**src/rtl/axis_pkt_arb_pkg.sv**
```systemverilog
`default_nettype none
// ============================================================================
// Module      : axis_pkt_arb_pkg
// Description : Shared types, default sizing constants and the packet-length
//               clamp helper for the packet-granular AXI-Stream arbiter.
// Revision    : 1.0 - initial release
// ============================================================================
package axis_pkt_arb_pkg;

    // Default sizing; modules recompute their own widths from their parameters.
    localparam int unsigned DEF_MAX_PKT_LENGTH = 256;
    localparam int unsigned DEF_NUM_PORTS      = 4;
    localparam int unsigned CNT_W              = $clog2(DEF_MAX_PKT_LENGTH) + 1;
    localparam int unsigned ID_W               = $clog2(DEF_NUM_PORTS);

    // Arbiter sequencer states.
    typedef enum logic [0:0] {
        IDLE = 1'b0,
        XFER = 1'b1
    } arb_state_t;

    // Zero-length requests become single beats; oversize requests saturate.
    function automatic int unsigned clamp_len(input int unsigned len,
                                              input int unsigned max_len);
        if (len == 0) begin
            return 1;
        end else if (len > max_len) begin
            return max_len;
        end else begin
            return len;
        end
    endfunction

endpackage : axis_pkt_arb_pkg
`default_nettype wire

```
**src/rtl/axis_pkt_arbiter_rr_arbiter.sv**
```systemverilog
`default_nettype none
// ============================================================================
// Module      : rr_arbiter
// Description : Combinational round-robin picker. Returns the first requesting
//               port searching upward from last_grant+1 with wrap-around.
// Revision    : 1.0 - initial release
// ============================================================================
module rr_arbiter
    import axis_pkt_arb_pkg::*;
#(
    parameter int unsigned NUM_PORTS = 4,
    parameter int unsigned ID_W      = 2
)(
    input  logic [NUM_PORTS-1:0] req,
    input  logic [ID_W-1:0]      last_grant,
    output logic [ID_W-1:0]      gnt_idx,
    output logic                 gnt_valid
);

    logic [31:0] w_idx;

    // Scan ports in rotating priority order, keeping the first hit.
    always_comb begin
        gnt_idx   = '0;
        gnt_valid = 1'b0;
        w_idx     = '0;
        for (int unsigned i = 1; i <= NUM_PORTS; i++) begin
            w_idx = (32'(last_grant) + i) % NUM_PORTS;
            if (!gnt_valid && req[w_idx[ID_W-1:0]]) begin
                gnt_valid = 1'b1;
                gnt_idx   = w_idx[ID_W-1:0];
            end
        end
    end

endmodule : rr_arbiter
`default_nettype wire

```
**src/rtl/axis_pkt_arbiter.sv**
```systemverilog
`default_nettype none
// ============================================================================
// Module      : axis_pkt_arbiter
// Description : Packet-granular round-robin arbiter sharing one AXI-Stream
//               master among NUM_PORTS slave streams. The grant is held for a
//               full packet of pkt_length beats and tlast is generated on the
//               final beat. One idle cycle separates consecutive packets.
//               Optional feature macro AXIS_PKT_ARB_SRCID_EN adds m_axis_tid
//               carrying the granted port index.
// Revision    : 1.0 - initial release
// ============================================================================
module axis_pkt_arbiter
    import axis_pkt_arb_pkg::*;
#(
    parameter int unsigned TDATA_WIDTH    = 8,
    parameter int unsigned MAX_PKT_LENGTH = 256,
    parameter int unsigned NUM_PORTS      = 4
)(
    input  logic                                aclk,
    input  logic                                resetn,
    input  logic [$clog2(MAX_PKT_LENGTH):0]     pkt_length,
    input  logic [NUM_PORTS-1:0]                s_axis_tvalid,
    output logic [NUM_PORTS-1:0]                s_axis_tready,
    input  logic [NUM_PORTS*TDATA_WIDTH-1:0]    s_axis_tdata,
    output logic                                m_axis_tvalid,
    input  logic                                m_axis_tready,
    output logic                                m_axis_tlast,
    output logic [TDATA_WIDTH-1:0]              m_axis_tdata,
`ifdef AXIS_PKT_ARB_SRCID_EN
    output logic [$clog2(NUM_PORTS)-1:0]        m_axis_tid,
`endif
    output logic                                busy,
    output logic                                pkt_done
);

    localparam int unsigned c_cnt_w = $clog2(MAX_PKT_LENGTH) + 1;
    localparam int unsigned c_id_w  = $clog2(NUM_PORTS);

    arb_state_t             r_state;
    logic [c_cnt_w-1:0]     r_cnt;
    logic [c_cnt_w-1:0]     r_len_q;
    logic [c_id_w-1:0]      r_grant;
    logic [c_id_w-1:0]      r_last_grant;
    logic                   r_pkt_done;

    logic [c_id_w-1:0]      w_gnt_idx;
    logic                   w_gnt_valid;
    logic [c_cnt_w-1:0]     w_len_clamped;
    logic                   w_beat;
    logic                   w_last;
    logic [TDATA_WIDTH-1:0] w_port_data [NUM_PORTS];

    rr_arbiter #(
        .NUM_PORTS (NUM_PORTS),
        .ID_W      (c_id_w)
    ) u_rr_arbiter (
        .req        (s_axis_tvalid),
        .last_grant (r_last_grant),
        .gnt_idx    (w_gnt_idx),
        .gnt_valid  (w_gnt_valid)
    );

    assign w_len_clamped = c_cnt_w'(clamp_len(32'(pkt_length), MAX_PKT_LENGTH));

    // Unpack the flat data bus and steer ready back only to the granted port.
    for (genvar p = 0; p < NUM_PORTS; p++) begin : g_port
        assign w_port_data[p]   = s_axis_tdata[p*TDATA_WIDTH +: TDATA_WIDTH];
        assign s_axis_tready[p] = (r_state == XFER) && (r_grant == c_id_w'(p)) && m_axis_tready;
    end

    // Zero-latency pass-through of the granted port while transferring.
    always_comb begin
        m_axis_tvalid = 1'b0;
        m_axis_tdata  = '0;
        w_last        = 1'b0;
        if (r_state == XFER) begin
            m_axis_tvalid = s_axis_tvalid[r_grant];
            m_axis_tdata  = w_port_data[r_grant];
            w_last        = (r_cnt == (r_len_q - c_cnt_w'(1)));
        end
    end

    assign m_axis_tlast = w_last;
    assign w_beat       = m_axis_tvalid & m_axis_tready;
    assign busy         = (r_state == XFER);
    assign pkt_done     = r_pkt_done;

`ifdef AXIS_PKT_ARB_SRCID_EN
    assign m_axis_tid = (r_state == XFER) ? r_grant : '0;
`else
    // Source tagging not built; grant index stays internal.
`endif

    // Grant sequencer: pick a port when idle, count beats, release on tlast.
    always_ff @(posedge aclk or negedge resetn) begin
        if (!resetn) begin
            r_state      <= IDLE;
            r_cnt        <= '0;
            r_len_q      <= c_cnt_w'(1);
            r_grant      <= '0;
            r_last_grant <= c_id_w'(NUM_PORTS - 1);
            r_pkt_done   <= 1'b0;
        end else begin
            r_pkt_done <= 1'b0;
            case (r_state)
                IDLE: begin
                    if (w_gnt_valid) begin
                        r_grant <= w_gnt_idx;
                        r_len_q <= w_len_clamped;
                        r_cnt   <= '0;
                        r_state <= XFER;
                    end
                end
                XFER: begin
                    if (w_beat) begin
                        if (w_last) begin
                            r_cnt        <= '0;
                            r_last_grant <= r_grant;
                            r_pkt_done   <= 1'b1;
                            r_state      <= IDLE;
                        end else begin
                            r_cnt <= r_cnt + c_cnt_w'(1);
                        end
                    end
                end
                default: r_state <= IDLE;
            endcase
        end
    end

endmodule : axis_pkt_arbiter
`default_nettype wire
```
**config.mk**
```make
export PLATFORM = sky130hd
export DESIGN_NAME = axis_pkt_arbiter
export DESIGN_NICKNAME = d
export VERILOG_FILES = /design/src/rtl/axis_pkt_arb_pkg.sv /design/src/rtl/axis_pkt_arbiter_rr_arbiter.sv /design/src/rtl/axis_pkt_arbiter.sv
export SDC_FILE = /design/constraint.sdc
export NUM_CORES = 1
export LEC_CHECK = 0
export ABC_AREA = 1
export BUFFER_PORTS_ARGS = -buffer_cell sky130_fd_sc_hd__buf_2
export CORE_MARGIN = 8
export CORE_UTILIZATION = 25
export CTS_CLUSTER_SIZE = 12
export DETAILED_ROUTE_END_ITERATION = 6
export PLACE_DENSITY = 0.54
export REMOVE_ABC_BUFFERS = 1
export SKIP_CTS_REPAIR_TIMING = 1
export SYNTH_ARGS = -nofsm -noshare
export SYNTH_HDL_FRONTEND = slang
export SYNTH_SLANG_ARGS = --single-unit
export TNS_END_PERCENT = 1
```
**constraint.sdc**
```tcl
create_clock -name aclk -period 2.8 [get_ports aclk]
set_clock_uncertainty 0.2 [all_clocks]
set_input_delay 0.84 -clock aclk [delete_from_list [all_inputs] [get_ports aclk]]
set_output_delay 0.84 -clock aclk [all_outputs]
set_load 0.01 [all_outputs]
```
==> flow_summary.yaml, run 1 <==
critical_path:
  reg2regPathDepth: 11
  cp-start-kind: "flop"
  path_class: "reg2out"
  r2r_slack_ns: 0.55
  worstSetupEndpointType: "primary output"
  crit_required_ns: 1.76
  cp.arrival_ns: 1.88
  crit-reg2reg-launch: "r_len_q[0]"
  regToRegEndpoint: "busy"
  crit_fanout: 2
clocking:
  h-tree-depth: 1
  cts_root_buffer: "clkbuf_8"
  cts_buffers: 3
  clk_latency_ns: 0.27
  cts_sinks: 24
  clock_path_buffers: 2
  clk_pin_slew_worst_paths_ns: 0.08
  cts_tree: "done"
global_routing:
  grt_pass1_wl_um: 10650
  first_global_vias: 2537
  grtUsageTotal_pct: 10.80
  antenna_found_initial: 0
  grt_overflow_total: 0
  grt_max_degree: 25
placed_design:
  dpl.hpwl_um: 4982
  pre_cts_ws_ns: 0.06106
  placed_cell_area_um2: 2586
  port_buffers: 63
  gp_congestion: 0.8323
sta:
  final_max_slew_viol_count: 0
  setup_ws_ns: -0.1186
  fmax_ghz: 0.3426
  post-route-period-util_pct: 104.2
  rsz0062_at_grt: "true"
  hold_violations: 0
  worst_pin_slew_ns: 0.5453
  hold_slack_ns: 0.3196
  setup_tns_ns: -0.1186
  setup_violations: 1
  slew_headroom_pct: 63.64
  timing.final.crit_period_ns: 2.919
layout:
  layout-drive-gt1-share_pct: 30.00
  area_growth_pct: 24.55
  n_antenna_cell: 0
  fill_cells: 941
  design_area_um2: 2704
  multi_input_area_um2: 1369
  ff_latch_area_um2: 606.8
  layout.nets: 451
synthesis:
  syn_area_per_cell_um2: 6.442
  synth_top_cell_by_area: "dfrtp_1"
  yosysSeqAreaShare_pct: 27.84
  synthTopCellsByArea: "dfrtp_1, nand2_1, inv_1"
  synth_top_area_share_pct: 24.21
  ys_dominant_reg_cell: "dfrtp_1"
  synth_cell_types: 31
  synth_most_common_cell: "nand2_1"
  syn_area_um2: 2171
  yosys_warnings: 0
  synth_common_cells: "nand2_1, inv_1, nor2_1, nand3_1, dfrtp_1"
  synth-seq-cells: 24
  syn_inst: 337
  synth-edff-count: 0
  async_flop_share_pct: 100.0
worst_hold_path:
  min_path_cells: 2
  hp-class: "reg2reg"
  whs_endpoint: "r_last_grant[1]"
  hold_start: "r_last_grant[1]"
floorplan:
  coreArea_um2: 8551
  initial_core_util_pct: 25.39
  die_area_um2: 11920
  die_x_um: 109.2
  num_rows: 34
  io_pins: 64
  die_h_um: 109.2
power_and_ir_drop:
  total_power_mw: 0.8414
  leakagePower_nw: 1.390
  ir_drop_mv: 0.1359
  powerDensity_nw_per_um2: 311.2
routing:
  ant_nets: 0
  dr.first_iter.drc_count: 51
  routedWlPerCell_um: 11.96
  num_vias: 2310
  drt-vias-per-instance: 4.547
  drt-pass1-iter-count: 4
  remaining_drc_errors: 0
  wirelength_um: 6074
run_status:
  failed_checks: "negative setup slack"
  status: "finished with violations"
flow_run:
  drv_cap: 0
stage by stage:
stage               utilization, %  instances
floorplan                        -        328
global placement             30.25        503
detailed placement           30.25        503
CTS                          30.77        507
global route                 31.62        508
finish                       31.62        508
state kept, by name, indices dropped and copies added, names as in the netlist:
signal,cells
busy,1
r_len_q,9
pkt_done,1
r_grant,2
r_last_grant,2
r_cnt,9
worst max-delay path by stage:
stage	startpoint	end	slack, ns	depth (start not counted)
5_1_grt	r_len_q[0]	m_axis_tlast	-0.23	10
3_3_place_gp	r_len_q[0]	m_axis_tlast	0.08	10
3_5_place_dp	r_len_q[0]	m_axis_tlast	0.06	10
4_1_cts	r_len_q[0]	m_axis_tlast	-0.24	10
6_report	r_len_q[0]	m_axis_tlast	-0.12	10
2_1_floorplan	r_len_q[0]	m_axis_tlast	0.18	9
kinds of logic (layout without fill, tap and decap cells):
kind of cell,Yosys count,count (layout),share of synthesized area (%)
compound gates,44,44,14.12
xor+xnor,11,11,4.438
flops,24,24,27.84
simple gates,199,199,41.04
fa+ha+maj,2,2,1.153
buf+inv,57,120,11.41
layer usage:
| layer | up-vias | GRT usage [%] | wire length [um] |
|---|---|---|---|
| met5 | - | 0 | 0 |
| met4 | 0 | 4.147 | 124 |
| met3 | 9 | 3.073 | 372 |
| met2 | 70 | 18.93 | 2861 |
| met1 | 1029 | 12.11 | 2715 |
| li1 | 1202 | - | - |
layout by cell type (no fill, tap or decap), types with 2 or more instances in the layout:
cell / instances
nand4_1: 11
xor2_1: 8
dfstp_2: 3
nor2_2: 2
buf_2: 62
xnor2_1: 2
nor3_1: 6
inv_1: 38
clkbuf_8: 3
nor2_4: 3
inv_4: 2
a21oi_1: 9
nand3_2: 4
dfrtp_1: 19
nand3_1: 23
nand2_1: 108
dfrtp_2: 2
o21ai_2: 10
buf_4: 5
a22oi_1: 16
inv_2: 7
nor2_1: 28
o21ai_0: 7
nand2_4: 4
nand2_2: 8
report_power, final:
group          internal (mW)  switching [mW]  leakage [nW]
clock network          0.102           0.112        0.0228
registers              0.372          0.0462         0.265
logic                 0.0963           0.114          1.10
total                  0.570           0.272          1.39
critical path: stages (launching register included):
cell     delay (ns)
dfstp_2        0.56
inv_4          0.04
ha_4           0.26
xor2_2         0.15
nand2_1        0.08
nor2_1         0.09
nand2_1        0.07
nor2_2         0.11
nand3_2        0.10
inv_2          0.08
buf_6          0.10
layout make-up:
| cell class | count | share of cell area (%) |
|---|---|---|
| tap | 108 | 4.998 |
| sequential | 24 | 22.44 |
| multi-input combinational | 256 | 50.62 |
| inverter | 48 | 6.988 |
| clock buffer | 4 | 1.666 |
| timing repair buffer | 68 | 13.28 |
No activity file was read; power rests on OpenSTA's default activity.
==> run 2: changes to the inputs <==
--- a/config.mk
+++ b/config.mk
@@ -10,6 +10,6 @@
 export CORE_MARGIN = 8
-export CORE_UTILIZATION = 25
+export CORE_UTILIZATION = 26
 export CTS_CLUSTER_SIZE = 12
 export DETAILED_ROUTE_END_ITERATION = 6
-export PLACE_DENSITY = 0.54
+export PLACE_DENSITY = 0.55
 export REMOVE_ABC_BUFFERS = 1
==> constraint.sdc (replaced) <==
create_clock -name aclk -period 3.04 [get_ports aclk]
set_clock_uncertainty 0.2 [all_clocks]
set_input_delay 0.304 -clock aclk [delete_from_list [all_inputs] [get_ports aclk]]
set_output_delay 0.304 -clock aclk [all_outputs]
set_load 0.01 [all_outputs]
==> flow_summary.yaml, run 2 (synthesis gave the netlist of run 1 again) <==
flow_run:
  drv_cap: 0
routing:
  remaining_drc_errors: 0
  routedWlPerCell_um: 12.04
  ant_nets: 0
  dr.first_iter.drc_count: 59
  wirelength_um: 6032
  num_vias: 2337
  drt-vias-per-instance: 4.665
  drt-pass1-iter-count: 4
placed_design:
  pre_cts_ws_ns: 0.6783
  port_buffers: 63
  dpl.hpwl_um: 4914
  gp_congestion: 0.7865
  placed_cell_area_um2: 2552
run_status:
  status: "complete, no violations"
power_and_ir_drop:
  powerDensity_nw_per_um2: 296.5
  leakagePower_nw: 1.367
  ir_drop_mv: 0.1085
sta:
  setup_ws_ns: 0.3676
  fmax_ghz: 0.3742
  timing.final.crit_period_ns: 2.672
  slew_headroom_pct: 62.85
  rsz0062_at_grt: "false"
  setup_tns_ns: 0
  post-route-period-util_pct: 87.91
  hold_slack_ns: 0.06349
  worst_pin_slew_ns: 0.5573
  setup_violations: 0
  final_max_slew_viol_count: 0
  hold_violations: 0
worst_hold_path:
  min_path_cells: 3
  hp-class: "in2reg"
global_routing:
  grtUsageTotal_pct: 10.80
  grt_overflow_total: 0
  antenna_found_initial: 0
  grt_max_degree: 25
  grt_pass1_wl_um: 10510
  first_global_vias: 2466
clocking:
  h-tree-depth: 1
  clk_latency_ns: 0.27
  cts_sinks: 24
  clk_pin_slew_worst_paths_ns: 0.08
  clock_path_buffers: 2
  cts_root_buffer: "clkbuf_8"
  cts_tree: "done"
  cts_buffers: 3
critical_path:
  worstSetupEndpointType: "primary output"
  crit_required_ns: 2.54
  path_class: "reg2out"
  cp-start-kind: "flop"
  r2r_slack_ns: 0.78
  crit_fanout: 5
  reg2regPathDepth: 10
  cp.arrival_ns: 2.17
floorplan:
  initial_core_util_pct: 26.55
  die_area_um2: 11530
  num_rows: 33
  io_pins: 64
  die_h_um: 107.4
  coreArea_um2: 8175
  die_x_um: 107.4
layout:
  design_area_um2: 2608
  n_antenna_cell: 0
  layout_commonest_cell: "nand2_1"
  layout.nets: 447
  layout-drive-gt1-share_pct: 25.51
  area_growth_pct: 20.12
  largestRegisters: "r_cnt x9, r_len_q x9"
  mostFrequentLayoutCells: "nand2_1, buf_2, inv_1, nor2_1, nand3_1"
  final_util_pct: 31.89
run 2: cell count changes in the layout (fill, tap and decap cells not counted), moves of 2 or more:
cell,delta
nand3_2,-2
nand2_1,+3
inv_2,-2
inv_1,+3
nand3_1,+2
dfrtp_1,+2
nor2_4,-2
buf_4,-5
dfrtp_2,-2
nand2_2,-3
run 2: metrics by stage:
stage / instances / total power [mW]
floorplan: 328 / 0.5028
global placement: 496 / 0.5793
detailed placement: 496 / 0.5828
CTS: 500 / 0.7811
global route: 501 / 0.8260
finish: 501 / 0.7730
run 2: cell type report:
cell class              count  area (um2)
fillers                   919        5568
clock buffers               4       45.04
repair buffers             64       325.3
well taps                 105       131.4
multi-input cells         256        1319
flip-flops and latches     24       604.3
inverters                  48       182.7
run 2: layer usage:
metal,global-route usage [%],part of all wire [%],vias up,wire (um)
li1,-,-,1200,-
met1,12.54,45,1063,2716
met2,18.58,47,68,2822
met3,3.653,7.5,6,453
met4,2.676,0.65,0,39
met5,0,0,-,0
run 2: critical path, stage by stage, from the launching register on:
cell and delay (ns):
dfstp_2 0.56, inv_1 0.07, ha_1 0.30, xor2_1 0.17
nand2_1 0.07, nor2_1 0.11, nand2_1 0.05, nor2_1 0.08
nand3_1 0.19, inv_1 0.16, buf_2 0.15
run 2: final timing paths:
| kind | startpoint | endpoint |
|---|---|---|
| min in group asynchronous | resetn | r_cnt[7] |
| min reg2reg | r_last_grant[1] | r_last_grant[1] |
| max in group asynchronous | resetn | r_last_grant[0] |
| max | r_len_q[0] | m_axis_tlast |
| min | pkt_length[2] | r_len_q[2] |
| max reg2reg | r_len_q[0] | busy |
run 2: report_power, final:
group          switching, mW  internal, mW  total, mW
registers             0.0422         0.342      0.384
logic                  0.104        0.0871      0.191
clock network          0.104        0.0938      0.198
==> run 3: changes to the inputs <==
- ABC_AREA: 1 -> 0
- PLACE_DENSITY: 0.55 -> 0.56
==> flow_summary.yaml, run 3 <==
global_routing:
  grt_overflow_total: 0
  antenna_found_initial: 0
  grt_max_degree: 25
  grt_pass1_wl_um: 8024
  first_global_vias: 1667
  grtUsageTotal_pct: 9.579
clocking:
  h-tree-depth: 1
  cts_sinks: 24
  clk_pin_slew_worst_paths_ns: 0.09
  cts_root_buffer: "clkbuf_8"
  cts_tree: "done"
  cts_buffers: 3
  clock_path_buffers: 2
  clk_latency_ns: 0.27
flow_run:
  drv_cap: 0
routing:
  num_vias: 1639
  drt-pass1-iter-count: 4
  routedWlPerCell_um: 13.18
  drt-vias-per-instance: 4.670
  wirelength_um: 4627
  dr.first_iter.drc_count: 65
  ant_nets: 0
  remaining_drc_errors: 0
synthesis:
  async_flop_share_pct: 100.0
  synth-edff-count: 0
  synth_most_common_cell: "nand2_1"
  synth_cell_types: 48
  synth_top_cell_by_area: "dfrtp_1"
  yosysSeqAreaShare_pct: 33.06
  synth_top_area_share_pct: 28.75
  ys_dominant_reg_cell: "dfrtp_1"
  synth_common_cells: "nand2_1, dfrtp_1, and2_1, inv_1, mux4_2"
  synth-seq-cells: 24
  syn_area_per_cell_um2: 9.423
  synthTopCellsByArea: "dfrtp_1, mux4_2, nand2_1"
  yosys_warnings: 0
  syn_inst: 194
  syn_area_um2: 1828
critical_path:
  cpLargestDelayFamily: "simple AND/OR/NAND/NOR gates"
  slowest_stage: "or4_1"
  cp-start-kind: "flop"
  crit_fanout: 5
  cp.arrival_ns: 2.37
  slowest_delay_ns: 0.53
  path_class: "reg2out"
  cp_cell_sequence: "inv_1, ha_1, or3b_1, or4_1, nand2_1, o2111a_1, buf_2"
  crit_required_ns: 2.54
  worstSetupEndpointType: "primary output"
  r2r_slack_ns: 0.29
  worst-path-buf-inv: 2
layout:
  fill_cells: 707
  ff_latch_area_um2: 604.3
  mostFrequentLayoutCells: "buf_2, nand2_1, dfrtp_1, inv_1, and2_1"
  design_area_um2: 2321
  multi_input_area_um2: 1136
  final_cells: 351
  n_antenna_cell: 0
  largestRegisters: "r_cnt x9, r_len_q x9"
  area_growth_pct: 26.97
  layout-drive-gt1-share_pct: 37.25
  layout_commonest_cell: "buf_2"
  layout.nets: 306
sta:
  timing.final.crit_period_ns: 2.874
  setup_ws_ns: 0.1663
  setup_tns_ns: 0
  rsz0062_at_grt: "false"
  hold_slack_ns: 0.07545
  hold_violations: 0
  slew_headroom_pct: 61.33
  setup_violations: 0
  final_max_slew_viol_count: 0
  worst_pin_slew_ns: 0.5779
  fmax_ghz: 0.3480
  post-route-period-util_pct: 94.53
worst_hold_path:
  hp-class: "in2reg"
placed_design:
  placed_cells: 345
  pre_cts_ws_ns: 0.2969
  port_buffers: 63
  gp_congestion: 0.7861
  placed_cell_area_um2: 2232
  dpl.hpwl_um: 3748
floorplan:
  die_area_um2: 9970
  num_rows: 30
  initial_core_util_pct: 26.91
  coreArea_um2: 6794
  die_x_um: 99.85
  die_h_um: 99.85
  io_pins: 64
power_and_ir_drop:
  clkPwrFrac_pct: 28.1
  powerDensity_nw_per_um2: 434.1
  ir_drop_mv: 0.2097
  leakagePower_nw: 1.046
  switching_share_pct: 31.14
  power_frac_comb_pct: 29.2
  pwr-share-seq_pct: 42.6
  p_int_mw: 0.6938
  p_sw_mw: 0.3137
run_status:
  status: "complete, no violations"
run 3: cell count changes after synthesis, sizes merged, moves of 6 or more:
cell,change
mux4,+9
nand3b,+6
nor2,-30
nand3,-18
and2,+11
a22oi,-14
xnor2,+6
inv,-36
nand2,-89
xor2,-6
nand4,-9
o21ai,-6
run 3: final timing paths:
| check | cells after the start | start | end |
|---|---|---|---|
| max reg2reg | 8 | r_len_q[1] | r_last_grant[1] |
| min | 3 | pkt_length[5] | r_len_q[5] |
| max | 7 | r_len_q[1] | m_axis_tlast |
| max in group asynchronous | 2 | resetn | r_len_q[0] |
| min in group asynchronous | 2 | resetn | pkt_done |
| min reg2reg | 2 | r_len_q[7] | r_len_q[7] |
run 3: stage by stage:
stage               power (mW)  utilization (%)
floorplan               0.6253                -
global placement        0.7241            32.85
detailed placement      0.7289            32.85
CTS                      1.015            33.90
global route             1.071            34.16
finish                   1.008            34.16
run 3: cell families (layout without fill, tap and decap cells):
logic type | after synthesis | count (layout) | synth area share [%]
simple gates | 90 | 90 | 28.54
xor+xnor | 11 | 11 | 5.271
fa+ha+maj | 2 | 2 | 1.369
buf+inv | 21 | 82 | 4.791
flops | 24 | 24 | 33.06
compound gates | 34 | 34 | 14.10
mux | 12 | 12 | 12.87
run 3: final cells by class:
cell class / instances / area share (%)
clock buffers: 3 / 1.779
clock inverters: 1 / 1.294
inverters: 11 / 1.779
multi-input cells: 149 / 48.95
flip-flops and latches: 24 / 26.04
well taps: 96 / 5.175
repair buffers: 67 / 14.99
run 3: power groups by stage:
stage                     registers [mW]  logic (mW)  clock network (mW)
after floorplan                    0.419       0.207                   0
after global placement             0.436       0.288                   0
after detailed placement           0.436       0.293                   0
after CTS                          0.429       0.295               0.291
after global routing               0.439       0.329               0.303
final                              0.429       0.295               0.284
run 3: layer usage:
metal  GRT usage [%]  part of all wire (%)
met5               0                     0
met1           12.06                    46
met3           1.246                   2.0
met2           16.73                    51
met4           2.445                   1.0
run 3: worst min-delay path, delay by kind of cell:
kind | cells | cell delay [ns]
buffers and inverters | 1 | 0.09
and+or+nand+nor | 2 | 0.13
